==> config.mk <==
export PLATFORM = sky130hd
export DESIGN_NAME = param_ram_sync
export DESIGN_NICKNAME = d
export VERILOG_FILES = /design/src/rtl/param_ram_pkg.sv /design/src/rtl/param_ram_clr_seq.sv /design/src/rtl/param_ram_sync.sv
export SDC_FILE = /design/constraint.sdc
export NUM_CORES = 1
export LEC_CHECK = 0
export CAP_MARGIN = 20
export CORE_UTILIZATION = 44
export CTS_BUF_LIST = sky130_fd_sc_hd__clkbuf_8
export DETAILED_ROUTE_END_ITERATION = 6
export PLACE_DENSITY = 0.65
export SYNTH_ARGS = -nofsm -noshare
export SYNTH_HDL_FRONTEND = slang
export SYNTH_HIERARCHICAL = 1
export SYNTH_SLANG_ARGS = --single-unit
==> constraint.sdc <==
create_clock -name clk -period 2.4 [get_ports clk]
set_input_delay 0.24 -clock clk [delete_from_list [all_inputs] [get_ports clk]]
set_output_delay 0.24 -clock clk [all_outputs]
set_load 0.01 [all_outputs]
==> src/rtl/param_ram_pkg.sv <==
// Shared definitions for the neuron-parameter RAM and its loader.
package param_ram_pkg;

  typedef enum logic {
    S_CLEAR = 1'b0,
    S_RUN   = 1'b1
  } ram_state_e;

  localparam int RAM_DATA_W = 16;
  localparam int RAM_DEPTH  = 8;

endpackage

==> src/rtl/param_ram_clr_seq.sv <==
// Clear sequencer: owns the RAM state, sweeps every word to zero after reset
// or on request, and exposes the sweep as a write port.
module param_ram_clr_seq
  import param_ram_pkg::*;
#(
  parameter int DEPTH  = RAM_DEPTH,
  parameter int ADDR_W = $clog2(DEPTH)
) (
  input  logic              clk,
  input  logic              rst,
  input  logic              clr_req,
  output logic              busy,
  output logic              clr_we,
  output logic [ADDR_W-1:0] clr_addr
);

  localparam logic [ADDR_W-1:0] LAST_PTR = ADDR_W'(DEPTH - 1);

  ram_state_e        state_q, state_d;
  logic [ADDR_W-1:0] clr_ptr_q, clr_ptr_d;

  // NOTE: every always_comb output gets a default first, so no path can infer a latch.
  always_comb begin
    state_d   = state_q;
    clr_ptr_d = clr_ptr_q;
    unique case (state_q)
      S_CLEAR: begin
        if (clr_ptr_q == LAST_PTR) begin
          state_d   = S_RUN;
          clr_ptr_d = '0;
        end else begin
          clr_ptr_d = clr_ptr_q + 1'b1;
        end
      end
      S_RUN: begin
        if (clr_req) begin
          state_d   = S_CLEAR;
          clr_ptr_d = '0;
        end
      end
    endcase
  end

  // NOTE: sequential state uses non-blocking assignments only.
  always_ff @(posedge clk) begin
    if (rst) begin
      state_q   <= S_CLEAR;
      clr_ptr_q <= '0;
    end else begin
      state_q   <= state_d;
      clr_ptr_q <= clr_ptr_d;
    end
  end

  assign busy     = (state_q == S_CLEAR);
  assign clr_we   = busy;
  assign clr_addr = clr_ptr_q;

endmodule

==> src/rtl/param_ram_sync.sv <==
// Clocked neuron-parameter RAM: one write and one registered read per cycle,
// write-through on collision, hardware clear sweep and out-of-range flagging.
module param_ram_sync
  import param_ram_pkg::*;
#(
  parameter int                DATA_W   = RAM_DATA_W,
  parameter int                DEPTH    = RAM_DEPTH,
  parameter int                ADDR_W   = $clog2(DEPTH),
  parameter logic [DATA_W-1:0] IDLE_VAL = '1
) (
  input  logic              clk,
  input  logic              rst,
  input  logic              clr_req,
  input  logic              wr_en,
  input  logic [ADDR_W-1:0] wr_addr,
  input  logic [DATA_W-1:0] wr_data,
  input  logic              rd_en,
  input  logic [ADDR_W-1:0] rd_addr,
  output logic [DATA_W-1:0] rd_data,
  output logic              rd_valid,
  output logic              busy,
  output logic              addr_err
);

  localparam logic [ADDR_W:0] DEPTH_X = (ADDR_W + 1)'(DEPTH);

  logic              clr_we;
  logic [ADDR_W-1:0] clr_addr;

  param_ram_clr_seq #(
    .DEPTH (DEPTH),
    .ADDR_W(ADDR_W)
  ) u_clr_seq (
    .clk     (clk),
    .rst     (rst),
    .clr_req (clr_req),
    .busy    (busy),
    .clr_we  (clr_we),
    .clr_addr(clr_addr)
  );

  logic [DATA_W-1:0] mem_q [DEPTH];
  logic              mem_we;
  logic [ADDR_W-1:0] mem_waddr;
  logic [DATA_W-1:0] mem_wdata;

  logic [DATA_W-1:0] rd_data_q, rd_data_d;
  logic              rd_valid_q, rd_valid_d;
  logic              addr_err_q, addr_err_d;

  logic accept, wr_in_range, rd_in_range;

  // A clear request in S_RUN wins over any access issued in the same cycle.
  assign accept      = ~busy & ~clr_req;
  assign wr_in_range = ({1'b0, wr_addr} < DEPTH_X);
  assign rd_in_range = ({1'b0, rd_addr} < DEPTH_X);

  always_comb begin
    mem_we    = 1'b0;
    mem_waddr = wr_addr;
    mem_wdata = wr_data;
    if (clr_we) begin
      mem_we    = 1'b1;
      mem_waddr = clr_addr;
      mem_wdata = '0;
    end else if (accept && wr_en && wr_in_range) begin
      mem_we = 1'b1;
    end
  end

  always_comb begin
    rd_valid_d = accept & rd_en;
    rd_data_d  = IDLE_VAL;
    if (rd_valid_d && rd_in_range) begin
      if (wr_en && (wr_addr == rd_addr)) rd_data_d = wr_data;
      else                               rd_data_d = mem_q[rd_addr];
    end

    addr_err_d = addr_err_q;
    if (!busy && clr_req) begin
      addr_err_d = 1'b0;
    end else if (accept && ((wr_en && !wr_in_range) || (rd_en && !rd_in_range))) begin
      addr_err_d = 1'b1;
    end
  end

  // NOTE: the array has no reset; the clear sweep is what zeroes it.
  always_ff @(posedge clk) begin
    if (mem_we) mem_q[mem_waddr] <= mem_wdata;
  end

  always_ff @(posedge clk) begin
    if (rst) begin
      rd_data_q  <= IDLE_VAL;
      rd_valid_q <= 1'b0;
      addr_err_q <= 1'b0;
    end else begin
      rd_data_q  <= rd_data_d;
      rd_valid_q <= rd_valid_d;
      addr_err_q <= addr_err_d;
    end
  end

  assign rd_data  = rd_data_q;
  assign rd_valid = rd_valid_q;
  assign addr_err = addr_err_q;

endmodule

==> results.md, run 1 <==
* Final wirelength at 11,440 um
* Full die area at 13,760 um^2
* CTS Sinks at 149
* Syn. warnings at 6
* Run status: finished, final reports clean
* Final-report hold violation count at 0
* Wire per inst at 20.87 um
* DRC at 0
* # nets final at 392
* Worst Tran Pin Value at 624.3 ps
* Starting Density at 45.79%
* Cell at the root of the clock tree: clkbuf_8
* Post-synthesis async set-or-reset flop share at 0%
* Worst Skew at 10.17 ps
* Diode count at 0
* Post-CTS Resized at 0
* Largest net degree at the start of global routing at 34
* Max incr delay on CP at 550 ps
* RSZ-0062 raised after global routing: false
* Maxcap violations at 0
* Startpoint class of the critical path: flip-flop
* Overflow after GRT at 0
* Ys flop type: edfxtp_1
* Vias per cell at 5.316
* Synth Instances at 296
* # rows at 41
* Routed Antenna Nets at 0
* Final TNS setup at 0 ps
* GP Congestion at 0.7200
* Layout cell share with drive strength beyond 1 at 23.40%
* Lkg Pwr at 2.371 nW
* End-of-flow core utilization at 54.24%
* Crit path time final at 2195 ps
* CTS tree: built
* Mux contribution to synthesized area at 15.12%
* PD cells at 754.4 nW/um^2
* Final period util at 91.46%
* Post-Synth XOR/XNOR Area at 0.4492%
* Crit path max fanout at 15
* Synth Area in Compound Gates at 3.422%
* # IOs at 46
* Core box area at 12,770 um^2
* # setup viols final at 0
* Data arrival, critical path at 1960 ps
* Post-CTS Setup Inserts at 0
* Fillers at 972
* CTS Buffer Depth at 2
* Initial DRC count at 172
* Port bufs at 44
* First-pass GRT wire length at 18,170 um
* Crit path cell chain: inv_1 -> buf_4 -> clkdlybuf4s50_1
* Post-Syn Nets at 325
* Vias in the first global route at 3,157
* Slew HR at 58.30%
* Simple-Gate Fraction of Synth Area at 4.706%
* GRT Resource Usage Total at 18.25%
* Slowest-stage cell, CP: clkdlybuf4s50_1
* Post-synth EDFFs at 128
* Drt first pass iters at 5
* Initial antenna violation count at 0
* Hold Crit Class: in2reg
* FMAX at 455.6 MHz
* Worst Setup Path Type: reg2out
* Unique masters post-synth at 33
* Dpl hpwl at 7381 um
* Synthesized area per cell at 19.76 um^2
* Area Growth Syn to Fin at 18.44%
* Max H-tree Level at 4
* Final Slew Violations at 0
* Largest family of logic cells by synthesized area: multiplexers
* Clock transition at the registers of the reported paths at 80 ps
* Clk Latency, worst-skew pair at 430 ps
* Synthesized area at 5849 um^2
* Flops & latches, synth at 149
* Post-synthesis sequential area ratio at 72.90%
* Cts bufs inserted at 17
* CP endpoint kind: output pin
* Via count at 2,913
* Die Y at 117.3 um
* Required @ worst endpoint at 2160 ps
* Post-Synth Adder-Cell Area at 0.4278%
* Die extent in x at 117.3 um
* VDD IR max at 0.4407 mV
* Hold buffers post-CTS at 0
## cells in the mapped netlist, types with 2 or more instances
master | n | area (um^2)
buf_6 | 4 | 45.04
mux4_2 | 31 | 698.2
a31oi_1 | 2 | 12.51
nor2_1 | 11 | 41.29
buf_4 | 3 | 22.52
buf_12 | 2 | 40.04
inv_1 | 3 | 11.26
ha_1 | 2 | 25.02
nor3b_1 | 2 | 15.01
edfxtp_1 | 128 | 3844
mux2i_1 | 16 | 160.2
buf_2 | 4 | 20.02
nor2b_1 | 19 | 118.9
dfxtp_1 | 21 | 420.4
xnor2_1 | 3 | 26.28
a21oi_1 | 6 | 30.03
a2bb2oi_1 | 16 | 140.1
nand3b_1 | 3 | 22.52
clkbuf_1 | 3 | 11.26
nand2b_1 | 3 | 18.77
nand2_1 | 2 | 7.510
## logic make-up (layout without fill, tap and decap cells)
family / count (synthesis) / after routing
buf+inv: 21 / 101
compound gates: 26 / 26
fa+ha+maj: 2 / 2
simple gates: 46 / 46
xor+xnor: 3 / 3
mux: 48 / 48
other cells: 1 / 1
flops: 149 / 149
## layer usage
layer | up-vias | global-route usage, % | part of all wire (%)
met2 | 72 | 29.84 | 52
met1 | 1509 | 22.78 | 43
met5 | - | 0 | 0
met3 | 14 | 5.934 | 3.6
li1 | 1318 | - | -
met4 | 0 | 6.412 | 1.9
## worst max-delay path, delay by kind of cell (launching register included)
family	cells	cell delay (ps)
flops	1	370
buf+inv	3	1150
## cell type report
| cell class | instances | area [um^2] | area share (%) |
|---|---|---|---|
| sequential | 149 | 4264 | 61.55 |
| multi-input combinational | 126 | 1415 | 20.43 |
| timing repair buffer | 66 | 613.1 | 8.850 |
| clock buffer | 18 | 247.7 | 3.576 |
| tap | 172 | 215.2 | 3.106 |
| clock inverter | 14 | 161.4 | 2.330 |
| inverter | 3 | 11.26 | 0.1625 |
## sequential cells by signal, summed over array words and instances, names as in the netlist
| name | count |
|---|---|
| mem_q | 128 |
| rd_data | 16 |
| rd_valid | 1 |
| u_clr_seq/clr_addr | 3 |
| u_clr_seq/state_q | 1 |
## cells in the final DEF (no fill, tap or decap)
master and instances:
a31oi_1 2, clkbuf_8 18, mux4_1 1, buf_2 1
conb_1 1, nand2_1 2, buf_4 21, clkinv_4 2
clkinvlp_4 4, nand2_2 1, ha_1 2, nor2_1 11
nor4b_2 1, a21oi_1 6, buf_12 1, nand3b_1 3
nor2b_1 19, mux2i_1 16, nand2b_1 3, nor3b_1 2
o32a_1 1, edfxtp_1 128, inv_1 4, clkinv_2 4
a22oi_1 1, nor3_1 1, clkdlybuf4s50_1 43, a2bb2oi_1 16
or2b_1 1, mux4_2 31, dfxtp_1 21, and4_4 1
or3_1 1, xnor2_1 3, bufinv_16 3
## where the power goes
group / switching, mW / internal [mW] / total (mW)
Sequential: 0.0297 / 2.90 / 2.93
Clock: 0.908 / 1.05 / 1.95
Combinational: 0.171 / 0.177 / 0.348
Total: 1.11 / 4.12 / 5.23
## per-stage QoR
stage,std cells,power [mW],setup WS (ps),hold WS [ps],instance area [um^2]
CTS,548,5.273,186.2,389.3,6928
global route,548,5.421,81.84,377.2,6928
detailed placement,516,3.338,408.8,541.4,6519
global placement,516,3.331,428.7,534.2,6519
finish,548,5.227,204.9,416.5,6928
floorplan,296,3.205,-23.47,309.1,5849
## final timing paths
path	start	endpoint	slack [ps]	cells after the start
worst max-delay path	u_clr_seq/state_q	busy	200	3
worst min-delay path	wr_data[1]	rd_data[1]	420	2
worst max register to register	u_clr_seq/state_q	mem_q[2][4]	420	5
worst min register to register	u_clr_seq/clr_addr[0]	u_clr_seq/clr_addr[0]	550	2
Note: power is estimated with default switching activity, not from simulation.
==> run 2: changes to the inputs <==
- GPL_TIMING_DRIVEN: unset -> 0
==> run 2 against run 1 <==
Net effect:
- via count up 1.9%
- clock skew about the same
- wire length up 3.8%
- cell count up 0.73%
- hold slack worse by 210 ps
- clock-buffer cell count down 1
- fmax up 3.3%
- non-clock buffer count up 4
- core utilization up 1.8 points
- largest power group unchanged
==> results.md, run 2 (synthesis gave the netlist of run 1 again) <==
* Clk Latency, worst-skew pair at 450 ps (+20 ps)
* Hold buffers post-CTS at 0 (unchanged)
* Run status: finished, final reports clean
* Worst Tran Pin Value at 572.1 ps (-52.17 ps)
* CP bufs+invs at 2 (-1)
* Die extent in x at 117.3 um (unchanged)
* Initial DRC count at 119 (-31%)
* FMAX at 470.4 MHz (+3.3%)
* Worst Skew at 9.889 ps (-0.2791 ps)
* CP delay by family, top: simple AND/OR/NAND/NOR gates
* Maxcap violations at 0 (unchanged)
* Crit path cell chain: inv_1 -> nor3b_1 -> a22oi_2 -> nor2_2 -> buf_8
* DRC at 0 (unchanged)
* Core box area at 12,770 um^2 (unchanged)
* RSZ-0062 raised after global routing: false
* Starting Density at 45.79% (unchanged)
* Vias in the first global route at 3,123 (-1.1%)
* Slew HR at 61.78% (+3.5 points)
* CTS Sinks at 149 (unchanged)
* Worst Setup Path Type: reg2reg
* Largest net degree at the start of global routing at 17 (-50%)
* Multi-input logic area at 1474 um^2 (+4.2%)
* Cts bufs inserted at 17 (unchanged)
* PD cells at 779.5 nW/um^2 (+3.3%)
* Clock transition at the registers of the reported paths at 80 ps (about the same)
* Worst slack, placed at -372.3 ps (-781.2 ps)
* GP Congestion at 0.6880 (-4.4%)
* Max reg flops at 128 (unchanged)
* # setup viols final at 0 (unchanged)
* Initial antenna violation count at 0 (unchanged)
* Hold Crit Class: in2reg
* GRT Resource Usage Total at 18.76% (+0.51 points)
* Cell at the root of the clock tree: clkbuf_8
* Most common cell after layout, fill and taps aside: edfxtp_1
* Required @ worst endpoint at 2550 ps (+390 ps)
* Routed Antenna Nets at 0 (unchanged)
* CTS tree: built
* Most frequent cells in the layout: edfxtp_1 (128), clkdlybuf4s50_1 (41), mux4_2 (31)
* Dpl hpwl at 7410 um (+0.39%)
* Drt first pass iters at 4 (-1)
* Final period util at 88.58% (-2.9 points)
* Slowest-stage cell, CP: dfxtp_1
* Overflow after GRT at 0 (unchanged)
* VDD IR max at 0.6364 mV (+44%)
* Final-report hold violation count at 0 (unchanged)
* Crit path time final at 2126 ps (-69.11 ps)
* Data arrival, critical path at 2270 ps (+310 ps)
* Via count at 2,967 (+1.9%)
* Final WS setup at 274.0 ps (+69.11 ps)
* # nets final at 396 (+1.0%)
* Area Growth Syn to Fin at 22.31%
* Startpoint class of the critical path: flip-flop
* Die Y at 117.3 um (unchanged)
* # IOs at 46 (unchanged)
* Vias per cell at 5.375 (+1.1%)
* Final wirelength at 11,880 um (+3.8%)
* CP endpoint kind: flip-flop
* Max H-tree Level at 4 (unchanged)
* Final TNS setup at 0 ps (unchanged)
* Crit path max fanout at 13 (-2)
* # rows at 41 (unchanged)
* Fillers at 947 (-2.6%)
* Layout cell share with drive strength beyond 1 at 27.11% (+3.7 points)
* Port bufs at 41 (-6.8%)
* First-pass GRT wire length at 18,280 um (+0.61%)
* Largest register by flop count: mem_q
* CTS Buffer Depth at 2 (unchanged)
* Full die area at 13,760 um^2 (unchanged)
* Max incr delay on CP at 460 ps (-90 ps)
* Wire per inst at 21.51 um (+3.1%)
* FF/Latch Area at 4264 um^2 (unchanged)
* Final Slew Violations at 0 (unchanged)
* Diode count at 0 (unchanged)
* Lkg Pwr at 2.447 nW (+3.2%)
[run 2: metrics by stage]
step | cells | util, % | hold slack (ps) | power [mW] | cell area (um^2)
finish | 552 | 56.01 | 206.0 | 5.577 | 7154
global route | 552 | 56.01 | 189.9 | 5.761 | 7154
global placement | 509 | 50.69 | 534.0 | 3.328 | 6475
CTS | 550 | 55.64 | 170.2 | 5.618 | 7107
floorplan | 296 | - | 309.1 | 3.205 | 5849
detailed placement | 517 | 51.79 | 563.8 | 3.374 | 6615
[run 2: path summary, 6_finish.rpt]
| path | startpoint | end | slack [ps] | depth (start not counted) |
|---|---|---|---|---|
| worst min register to register | u_clr_seq/clr_addr[1] | u_clr_seq/clr_addr[1] | 580 | 2 |
| worst max register to register | u_clr_seq/state_q | mem_q[3][2] | 270 | 5 |
| worst min-delay path | rd_addr[1] | rd_data[0] | 210 | 3 |
| worst max-delay path | u_clr_seq/state_q | mem_q[3][2] | 270 | 5 |
[run 2: report_power, final]
part	total (mW)	switching (mW)	internal (mW)
clock network	2.25	0.915	1.33
registers	2.92	0.0287	2.89
logic	0.407	0.199	0.208
total	5.58	1.14	4.43
[run 2: timing repair]
item                                    in CTS  in global routing
gates resized for setup                      5                  7
buffers inserted                             1                  3
pin swaps                                    1                  3
endpoints found under the setup margin      96                110
[run 2: routing by layer]
| metal | up-vias | global-route usage, % | share of wire (%) |
|---|---|---|---|
| li1 | 1328 | - | - |
| met1 | 1551 | 23.08 | 42 |
| met2 | 68 | 31.21 | 51 |
| met3 | 20 | 4.815 | 4.8 |
| met4 | 0 | 8.360 | 1.7 |
| met5 | - | 0 | 0 |
[run 2: tightest hold or removal path, delay by kind of cell]
family	cells	cell delay [ps]
multiplexers	1	140
buffers and inverters	1	140
AO/OA/AOI/OAI	1	80
[run 2: area by class of cell]
cell class | count | area share [%]
Buffer | 17 | 2.239
Clock buffer | 17 | 3.270
Sequential cell | 149 | 59.60
Inverter | 3 | 0.1574
Multi-Input combinational cell | 126 | 20.60
Clock inverter | 15 | 3.288
Timing Repair Buffer | 53 | 7.835
Tap cell | 172 | 3.008
